--- config.mk ---
export PLATFORM = sky130hd
export DESIGN_NAME = exec_unit
export DESIGN_NICKNAME = d
export VERILOG_FILES = /design/src/rtl/exec_unit.sv
export SDC_FILE = /design/constraint.sdc
export NUM_CORES = 1
export LEC_CHECK = 0
export BUFFER_PORTS_ARGS = -buffer_cell sky130_fd_sc_hd__buf_2
export CORE_UTILIZATION = 35
export CTS_CLUSTER_SIZE = 28
export DETAILED_ROUTE_END_ITERATION = 12
export GPL_TIMING_DRIVEN = 0
export SLEW_MARGIN = 15
export SYNTH_ARGS = -nofsm -noshare
export SYNTH_HDL_FRONTEND = slang
export SYNTH_SLANG_ARGS = --single-unit
--- constraint.sdc ---
create_clock -name clk -period 7.4 [get_ports clk]
set_input_delay 1.11 -clock clk [delete_from_list [all_inputs] [get_ports clk]]
set_output_delay 1.11 -clock clk [all_outputs]
set_load 0.03 [all_outputs]
--- src/rtl/exec_unit.sv ---
// Multi-cycle execution unit: single-cycle ALU ops and a 16-step shift-add multiplier,
// with a registered register-file write-back port and zero/carry status.
module exec_unit #(
  parameter int DATA_WIDTH = 16
) (
  input  logic                  clk,
  input  logic                  rst_n,
  input  logic                  start,
  input  logic [2:0]            op_code,
  input  logic [DATA_WIDTH-1:0] op1,
  input  logic [DATA_WIDTH-1:0] op2,
  input  logic [1:0]            rd_in,
  output logic                  busy,
  output logic                  done,
  output logic                  wb_en,
  output logic [1:0]            wb_rd,
  output logic [DATA_WIDTH-1:0] wb_data,
  output logic                  flag_zero,
  output logic                  flag_carry
);

  localparam int CW = $clog2(DATA_WIDTH) + 1;

  localparam logic [2:0] OP_ADD = 3'b000;
  localparam logic [2:0] OP_SUB = 3'b001;
  localparam logic [2:0] OP_AND = 3'b010;
  localparam logic [2:0] OP_OR  = 3'b011;
  localparam logic [2:0] OP_XOR = 3'b100;
  localparam logic [2:0] OP_SHL = 3'b101;
  localparam logic [2:0] OP_MUL = 3'b110;
  localparam logic [2:0] OP_MOV = 3'b111;

  typedef enum logic [1:0] {
    IDLE = 2'd0,
    MUL  = 2'd1,
    WB   = 2'd2
  } state_e;

  // Single-cycle ALU result; bit DATA_WIDTH carries the carry/borrow/shift-out flag.
  function automatic logic [DATA_WIDTH:0] alu_f(
    input logic [2:0]            op,
    input logic [DATA_WIDTH-1:0] a,
    input logic [DATA_WIDTH-1:0] b
  );
    logic [DATA_WIDTH:0]     wide;
    logic [2*DATA_WIDTH-1:0] shl;
    wide = {(DATA_WIDTH+1){1'b0}};
    shl  = {{DATA_WIDTH{1'b0}}, a} << b[3:0];
    case (op)
      OP_ADD: wide = {1'b0, a} + {1'b0, b};
      OP_SUB: wide = {1'b0, a} - {1'b0, b};
      OP_AND: wide = {1'b0, a & b};
      OP_OR:  wide = {1'b0, a | b};
      OP_XOR: wide = {1'b0, a ^ b};
      OP_SHL: wide = {|shl[2*DATA_WIDTH-1:DATA_WIDTH], shl[DATA_WIDTH-1:0]};
      OP_MOV: wide = {1'b0, b};
      default: wide = {(DATA_WIDTH+1){1'b0}};
    endcase
    return wide;
  endfunction

  state_e                  state_r, state_nxt_s;
  logic [2:0]              op_r;
  logic [1:0]              rd_r;
  logic [2*DATA_WIDTH-1:0] mcand_r;
  logic [DATA_WIDTH-1:0]   mplier_r;
  logic [2*DATA_WIDTH-1:0] acc_r, acc_nxt_s;
  logic [CW-1:0]           cnt_r;
  logic                    mul_last_s;
  logic [DATA_WIDTH:0]     alu_s;
  logic                    busy_r, done_r, wb_en_r, flag_zero_r, flag_carry_r;
  logic [1:0]              wb_rd_r;
  logic [DATA_WIDTH-1:0]   wb_data_r;

  // Next-state decode plus the combinational ALU and the next multiplier partial sum.
  always_comb begin
    state_nxt_s = state_r;
    alu_s       = alu_f(op_code, op1, op2);
    acc_nxt_s   = acc_r + (mplier_r[0] ? mcand_r : {(2*DATA_WIDTH){1'b0}});
    mul_last_s  = (cnt_r == CW'(DATA_WIDTH - 1));
    case (state_r)
      IDLE: begin
        if (start) begin
          state_nxt_s = (op_code == OP_MUL) ? MUL : WB;
        end else begin
          state_nxt_s = IDLE;
        end
      end
      MUL: begin
        if (mul_last_s) begin
          state_nxt_s = WB;
        end else begin
          state_nxt_s = MUL;
        end
      end
      WB:      state_nxt_s = IDLE;
      default: state_nxt_s = IDLE;
    endcase
  end

  // State register.
  always_ff @(posedge clk or negedge rst_n) begin
    if (!rst_n) begin
      state_r <= IDLE;
    end else begin
      state_r <= state_nxt_s;
    end
  end

  // Operand latch, shift-add datapath and registered write-back/status outputs.
  always_ff @(posedge clk or negedge rst_n) begin
    if (!rst_n) begin
      op_r         <= 3'b000;
      rd_r         <= 2'b00;
      mcand_r      <= {(2*DATA_WIDTH){1'b0}};
      mplier_r     <= {DATA_WIDTH{1'b0}};
      acc_r        <= {(2*DATA_WIDTH){1'b0}};
      cnt_r        <= {CW{1'b0}};
      busy_r       <= 1'b0;
      done_r       <= 1'b0;
      wb_en_r      <= 1'b0;
      wb_rd_r      <= 2'b00;
      wb_data_r    <= {DATA_WIDTH{1'b0}};
      flag_zero_r  <= 1'b0;
      flag_carry_r <= 1'b0;
    end else begin
      busy_r  <= (state_nxt_s != IDLE);
      done_r  <= (state_nxt_s == WB);
      wb_en_r <= (state_nxt_s == WB);
      case (state_r)
        IDLE: begin
          if (start) begin
            op_r     <= op_code;
            rd_r     <= rd_in;
            mcand_r  <= {{DATA_WIDTH{1'b0}}, op1};
            mplier_r <= op2;
            acc_r    <= {(2*DATA_WIDTH){1'b0}};
            cnt_r    <= {CW{1'b0}};
            if (op_code != OP_MUL) begin
              wb_rd_r      <= rd_in;
              wb_data_r    <= alu_s[DATA_WIDTH-1:0];
              flag_zero_r  <= (alu_s[DATA_WIDTH-1:0] == {DATA_WIDTH{1'b0}});
              flag_carry_r <= alu_s[DATA_WIDTH];
            end
          end
        end
        MUL: begin
          acc_r    <= acc_nxt_s;
          mcand_r  <= mcand_r << 1;
          mplier_r <= mplier_r >> 1;
          cnt_r    <= cnt_r + CW'(1);
          if (mul_last_s) begin
            wb_rd_r      <= rd_r;
            wb_data_r    <= acc_nxt_s[DATA_WIDTH-1:0];
            flag_zero_r  <= (acc_nxt_s[DATA_WIDTH-1:0] == {DATA_WIDTH{1'b0}});
            flag_carry_r <= (op_r == OP_MUL) && (|acc_nxt_s[2*DATA_WIDTH-1:DATA_WIDTH]);
          end
        end
        default: begin
          cnt_r <= cnt_r;
        end
      endcase
    end
  end

  assign busy       = busy_r;
  assign done       = done_r;
  assign wb_en      = wb_en_r;
  assign wb_rd      = wb_rd_r;
  assign wb_data    = wb_data_r;
  assign flag_zero  = flag_zero_r;
  assign flag_carry = flag_carry_r;

endmodule

# == Yosys cells after proc, flatten, opt, wreduce, memory -nomap -nowiden ==
# Index checks and enable logic that the tools add are counted.
# totals
reg_bits,114
inputBits,40
output_inout_bits,23
elab_cells,78
# classes
n_addsub,4
reduce_logical,12
bitwise,3
eq_ne,15
muxes,30
n_shift,1
# op_table
cell,n
$pmux W32 S2,2
$pmux W17 S7,1
$mux W32,3
$mux W16,4
$pmux W16 S2,2
$add A32 B32 Y32,1
$logic_not A16 Y1,2
$reduce_or A16 Y1,2
$shl A16 B4 Y32,1
$add A16 B16 Y17,1
$sub A16 B16 Y17,1
$and A16 B16 Y16,1
$or A16 B16 Y16,1
$xor A16 B16 Y16,1
$eq A3 B3 Y1 const B,5
$mux W2,6
$pmux W5 S2,1
$pmux W2 S2,2
$eq A3 B2 Y1 const B,2
$mux W1,6
$ne A2 B2 Y1 const B,3
$add A5 B1 Y5 const B,1
$eq A5 B4 Y1 const B,1
$mux W5,1
11 further kinds,14

# == Logic depth before layout (Yosys ltp) ==
# logic_depth
depth_word,7
depth_mapped,18
depth_no_buf,16

# == Worst setup path before layout ==
# No wires, ideal clock.
# synth_path
kind,input port to flip-flop
startpoint,in op_code[0]
endpoint,reg flag_zero_r (netlist: flag_zero)
arrival_ns,4.562
path_stages,18
slack_ns,2.746
cell_sequence,clkbuf_1 > clkbuf_1 > buf_1 > nand2_1 > nor2_1 > a21o_1 > inv_1 > ha_1 > nor2b_1 > o21a_1 > o21a_1 > o311ai_2 > a21boi_1 > o21ai_0 > or3b_2 > a31oi_1 > nand4_1 > o31ai_2
# synth_via
elab_chain_cells,6
word_cells_on_any_way,15
# synth_rtl
element,line_no,text
"start, declared",9,"input logic [2:0] op_code,"
"$eq A3 B3 Y1, or another cell as far along",49,case (op)
$pmux W17 S7,49,
$logic_not A16 Y1,142,flag_zero_r <= (alu_s[DATA_WIDTH-1:0] == {DATA_WIDTH{1'b0}});
$mux W1,139,if (op_code != OP_MUL) begin
$mux W1,132,if (start) begin
$pmux W1 S2,130,case (state_r)
"end signal, assigned",142,
"end signal, assigned",155,flag_zero_r <= (acc_nxt_s[DATA_WIDTH-1:0] == {DATA_WIDTH{1'b0}});
"end, declared",71,"logic busy_r, done_r, wb_en_r, flag_zero_r, flag_carry_r;"
# Parallel ways exist; a longest one is shown, timed or not. The select of a mux whose other input is x is not followed.
# A chain may end at the register's enable or synchronous reset.

# == Worst setup path after layout ==
# layout_path
startpoint,in op_code[0]
endpoint,reg wb_data_r[13] (netlist: wb_data[13])
# layout_via
elab_chain_cells,5
word_cells_on_any_way,14
# layout_rtl
element,line_no,text
"$eq A3 B3 Y1, or another cell as far along",49,
$pmux W17 S7,49,
$mux W16,139,
$mux W16,132,
$pmux W16 S2,130,
"end signal, assigned",123,wb_data_r <= {DATA_WIDTH{1'b0}};
"end signal, assigned",141,wb_data_r <= alu_s[DATA_WIDTH-1:0];
"end signal, assigned",154,wb_data_r <= acc_nxt_s[DATA_WIDTH-1:0];
"end, declared",73,logic [DATA_WIDTH-1:0] wb_data_r;
# Parallel ways exist; a longest one is shown, timed or not. The select of a mux whose other input is x is not followed.

==> implementation parameters <==
Parameter                              Value

Clocking
  Max clock buf depth ... 2
  Clock tree from TritonCTS ... built
  # H-tree levels ... 4
  Clock buffers created by TritonCTS ... 17
  Clk sinks ... 114
  Clock transition at the registers of the reported paths ... 0.06 ns
  Setup Buffers After CTS ... 0
  Clk Latency, worst-skew pair ... 0.43 ns
  Number of gates given a new drive strength after cts ... 0
  Count of hold-fix buffers inserted at cts ... 0
  Root buffer cell ... sky130_fd_sc_hd__clkbuf_16

Final layout
  Ant diodes ... 0
  Net count, final ... about 1400
  Most common library cell in the layout ignoring fill and taps ... sky130_fd_sc_hd__nand2_1
  Area taken by flip-flops and latches ... 0.00285 mm^2
  Area of the multi-input gates ... 0.00645 mm^2
  Share of cells above drive strength 1 ... 10.6%
  Most frequent cells in the layout ... sky130_fd_sc_hd__nand2_1 (199), sky130_fd_sc_hd__dfrtp_1 (114), sky130_fd_sc_hd__nor2_1 (105), sky130_fd_sc_hd__ha_1 (83), sky130_fd_sc_hd__o21ai_0 (73)
  Number of cells in the finished layout apart from fillers ... 1679
  Layout fillers ... 2815
  Area Overhead vs Synth ... 14.7%

Run
  Max-Cap Viols ... 0

Placement
  Global placer's final weighted congestion ... 0.970
  DPL Wire Length ... approximately 24000 um
  Instance count after placement with tap cells included ... ~1600
  Count of buffers inserted at the top-level ports ... a little over 60

Yosys
  Most used flip-flop cell after synthesis ... sky130_fd_sc_hd__dfrtp_1
  Post-synthesis net count ... between 1000 and 1500
  Async S/R FF share, synth ... 100%
  Post-synth cell types ... 84
  Largest cells by area after synthesis ... sky130_fd_sc_hd__dfrtp_1 (29%), sky130_fd_sc_hd__ha_1 (11%), sky130_fd_sc_hd__nand2_1 (7.6%)
  Average instance area after synthesis ... 8.07 um^2
  Total number of yosys warnings ... 0
  Post-synthesis cell area ... 0.00979 mm^2
  Post-synth EDFFs ... 0
  Area share of the largest cell type after synthesis ... 29.1%
  Proportion of synthesized chip area in sequential cells ... 29.1%
  Count of mapped cells out of synthesis ... approximately 1200
  Synth Register Bits ... between 100 and 150
  Post-synth top area cell ... sky130_fd_sc_hd__dfrtp_1

Route
  Post-route DRC violation count ... 0
  Final routed wirelength across all metal layers ... slightly above 30000 um
  DR vias/cell ... 5.61
  Iteration count of the initial detailed-routing pass ... 5
  Overall via count from detail_route ... 9413
  DRC marker count from the first detailed-route iteration ... roughly 740
  Count of antenna-violating nets left after detailed routing ... 0
  Average detailed-routed wire length per instance ... around 19 um

Timing
  Final Hold Fails ... 0
  Total negative slack ... 0 ns
  Count of final setup violators ... 0
  Unrepaired setup endpoints after global routing ... false
  Worst slew slack as a fraction of its limit ... 40.8%
  Measured slew at the worst slew-check pin ... between 0.8 and 0.9 ns
  Upper clock frequency limit ... 175 MHz
  Minimum clock period after layout ... about 5.7 ns
  Number of max-slew violations in the final report ... 0
  Clock Skew ... between 0.01 and 0.015 ns
  Tcrit/Tclk final ... 77.4%

GRT
  Remaining global-route overflow ... 0
  Global-route wire length before repair ... 49500 um
  Overall fraction of global-route tracks in use ... 22.2%
  Antenna violations before repair ... 0
  Number of global-route vias before repair ... 8925
  Largest net degree at the start of global routing ... 66

Setup path
  Largest incremental delay on the critical path ... 0.47 ns
  Ordered cell list for the critical path ... clkbuf_1, clkbuf_1, buf_1, nand2_1, nor2_1, a21o_1, inv_1, ha_1, nor2b_1, o21a_1, o21a_1, o311ai_2, a21boi_1, o21ai_0, or3b_2, a31oi_1, o221ai_1, o21a_1
  Critical path class ... in2reg
  Count of buffer and inverter cells on the critical path ... 4
  Crit path top cell by count ... sky130_fd_sc_hd__o21a_1
  Worst-path cell with the longest stage delay ... sky130_fd_sc_hd__buf_1
  Required time at the worst-slack endpoint ... ~7.7 ns
  Worst-path fanout max ... 10
  Category of the worst setup path capture point ... register
  Critical Path AT ... 6.04 ns
  Startpoint class of the critical path ... input port
  Cell family with the largest share of critical-path delay ... compound AO/OA/AOI/OAI gates
  Setup slack of the most critical reg-to-reg path ... 3.26 ns

Power
  Switching Share ... 38.8%
  Reported net switching power ... 0.00108 W
  Pleak ... 5.16 nW
  Portion of total power attributed to combinational logic ... 37.2%
  Maximum vdd drop ... 0.000180 V
  Part of the total power dissipated in the clock network ... 31.8%
  Share of power burned in registers ... 31.0%
  Int Power ... 0.00171 W
  Pwr dens ... about 250 mW/mm^2

Floorplan
  Number of I/O pins ... between 60 and 70
  Die Wd ... around 170 um
  Total Die Area ... 0.0287 mm^2
  Count of standard-cell rows ... 60
  Initial Utilization ... 36.0%
  Core Region ... 0.0272 mm^2
  Floorplan die height ... about 170 um

Hold path
  Worst hold path class ... reg2reg

Run status
  Status ... finished, final reports clean
area by class of cell:
cell class,instances,area share [%]
multi-input cells,977,57.4
flip-flops and latches,114,25.4
well taps,372,4.14
clock buffers,19,4.03
repair buffers,62,3.02
plain buffers,74,2.73
inverters,49,1.64
clock inverters,12,1.62
sequential cells by signal, indices dropped and copies added (netlist names):
name        cells
mplier_r       16
acc_r          32
wb_data        16
state_r         2
wb_rd           2
busy            1
wb_en           1
flag_zero       1
op_r            3
mcand_r        32
flag_carry      1
rd_r            2
cnt_r           5
synthesized netlist by cell type (15+ instances only):
cell type / n
sky130_fd_sc_hd__nor2_1: 105
sky130_fd_sc_hd__and2_1: 37
sky130_fd_sc_hd__dfrtp_1: 114
sky130_fd_sc_hd__nand2_1: 199
sky130_fd_sc_hd__a21oi_1: 63
sky130_fd_sc_hd__nor3_1: 19
sky130_fd_sc_hd__inv_1: 47
sky130_fd_sc_hd__clkbuf_1: 50
sky130_fd_sc_hd__o21a_1: 15
sky130_fd_sc_hd__xnor2_1: 31
sky130_fd_sc_hd__a21o_1: 15
sky130_fd_sc_hd__o21ai_0: 73
sky130_fd_sc_hd__a31oi_1: 44
sky130_fd_sc_hd__mux2i_1: 15
sky130_fd_sc_hd__ha_1: 83
sky130_fd_sc_hd__nand3_1: 32
metrics by stage:
| step | hold WS (ns) | worst slack (ns) | area (um^2) | utilization (%) | total power [W] |
|---|---|---|---|---|---|
| 2_1_floorplan | 0.446 | 2.75 | 9790 | - | 0.00157 |
| 3_3_place_gp | 0.460 | 1.33 | 10600 | 38.9 | 0.00188 |
| 3_5_place_dp | 0.467 | 1.38 | 10600 | 39.0 | 0.00189 |
| 4_1_cts | 0.481 | 1.80 | 11200 | 41.3 | 0.00279 |
| 5_1_grt | 0.500 | 1.46 | 11200 | 41.3 | 0.00296 |
| 6_report | 0.476 | 1.67 | 11200 | 41.3 | 0.00279 |
logic make-up (layout without fill, tap and decap cells):
| logic type | count (synthesis) | count (layout) | share of synthesized area, % |
|---|---|---|---|
| buffers and inverters | 123 | 216 | 5.01 |
| AO/OA/AOI/OAI | 342 | 342 | 23.5 |
| flip-flops | 114 | 114 | 29.1 |
| AND/OR/NAND/NOR | 478 | 478 | 22.9 |
| XOR/XNOR | 43 | 43 | 3.85 |
| multiplexers | 29 | 29 | 4.68 |
| adder cells (fa/ha/maj) | 85 | 85 | 11.0 |
layer usage:
layer	up-vias	global-route usage (%)	share of wire [%]
met2	295	36.4	47
met1	4517	30.3	46
li1	4559	-	-
met4	0	6.62	1.9
met5	-	0	0
met3	42	3.17	5.4
power groups by stage:
| stage | Clock [W] | Sequential [W] | Combinational [W] |
|---|---|---|---|
| after global routing | 0.000928 | 0.000881 | 0.00115 |
| after floorplan | 0 | 0.000919 | 0.000653 |
| final | 0.000888 | 0.000864 | 0.00104 |
| after detailed placement | 0 | 0.000873 | 0.00102 |
| after global placement | 0 | 0.000869 | 0.00101 |
| after CTS | 0.000897 | 0.000863 | 0.00103 |
worst paths after layout:
kind,start,endpoint,cells after the start
setup / recovery,op_code[0],wb_data[13]$_DFFE_PN0P_,18
hold reg to reg,rd_r[1]$_DFFE_PN0P_,rd_r[1]$_DFFE_PN0P_,2
min in group asynchronous,rst_n,acc_r[26]$_DFFE_PN0P_,1
hold / removal,rd_r[1]$_DFFE_PN0P_,rd_r[1]$_DFFE_PN0P_,2
max in group asynchronous,rst_n,wb_data[7]$_DFFE_PN0P_,2
setup reg to reg,mplier_r[0]$_DFFE_PN0P_,flag_carry$_DFFE_PN0P_,14
worst reg2reg max path, cell delays in order, from the launching register on:
cell and delay, ns:
sky130_fd_sc_hd__dfrtp_1 0.47, sky130_fd_sc_hd__clkbuf_1 0.24, sky130_fd_sc_hd__and2_1 0.23, sky130_fd_sc_hd__ha_1 0.41, sky130_fd_sc_hd__and3_1 0.18, sky130_fd_sc_hd__clkbuf_1 0.29, sky130_fd_sc_hd__nor4b_1 0.37, sky130_fd_sc_hd__o2111ai_1 0.32
sky130_fd_sc_hd__nand3b_1 0.19, sky130_fd_sc_hd__o221ai_1 0.13, sky130_fd_sc_hd__xor2_1 0.26, sky130_fd_sc_hd__nor3b_1 0.22, sky130_fd_sc_hd__and4b_1 0.22, sky130_fd_sc_hd__nand4_1 0.24, sky130_fd_sc_hd__a21o_1 0.26
No activity file was read; power rests on OpenSTA's default activity.
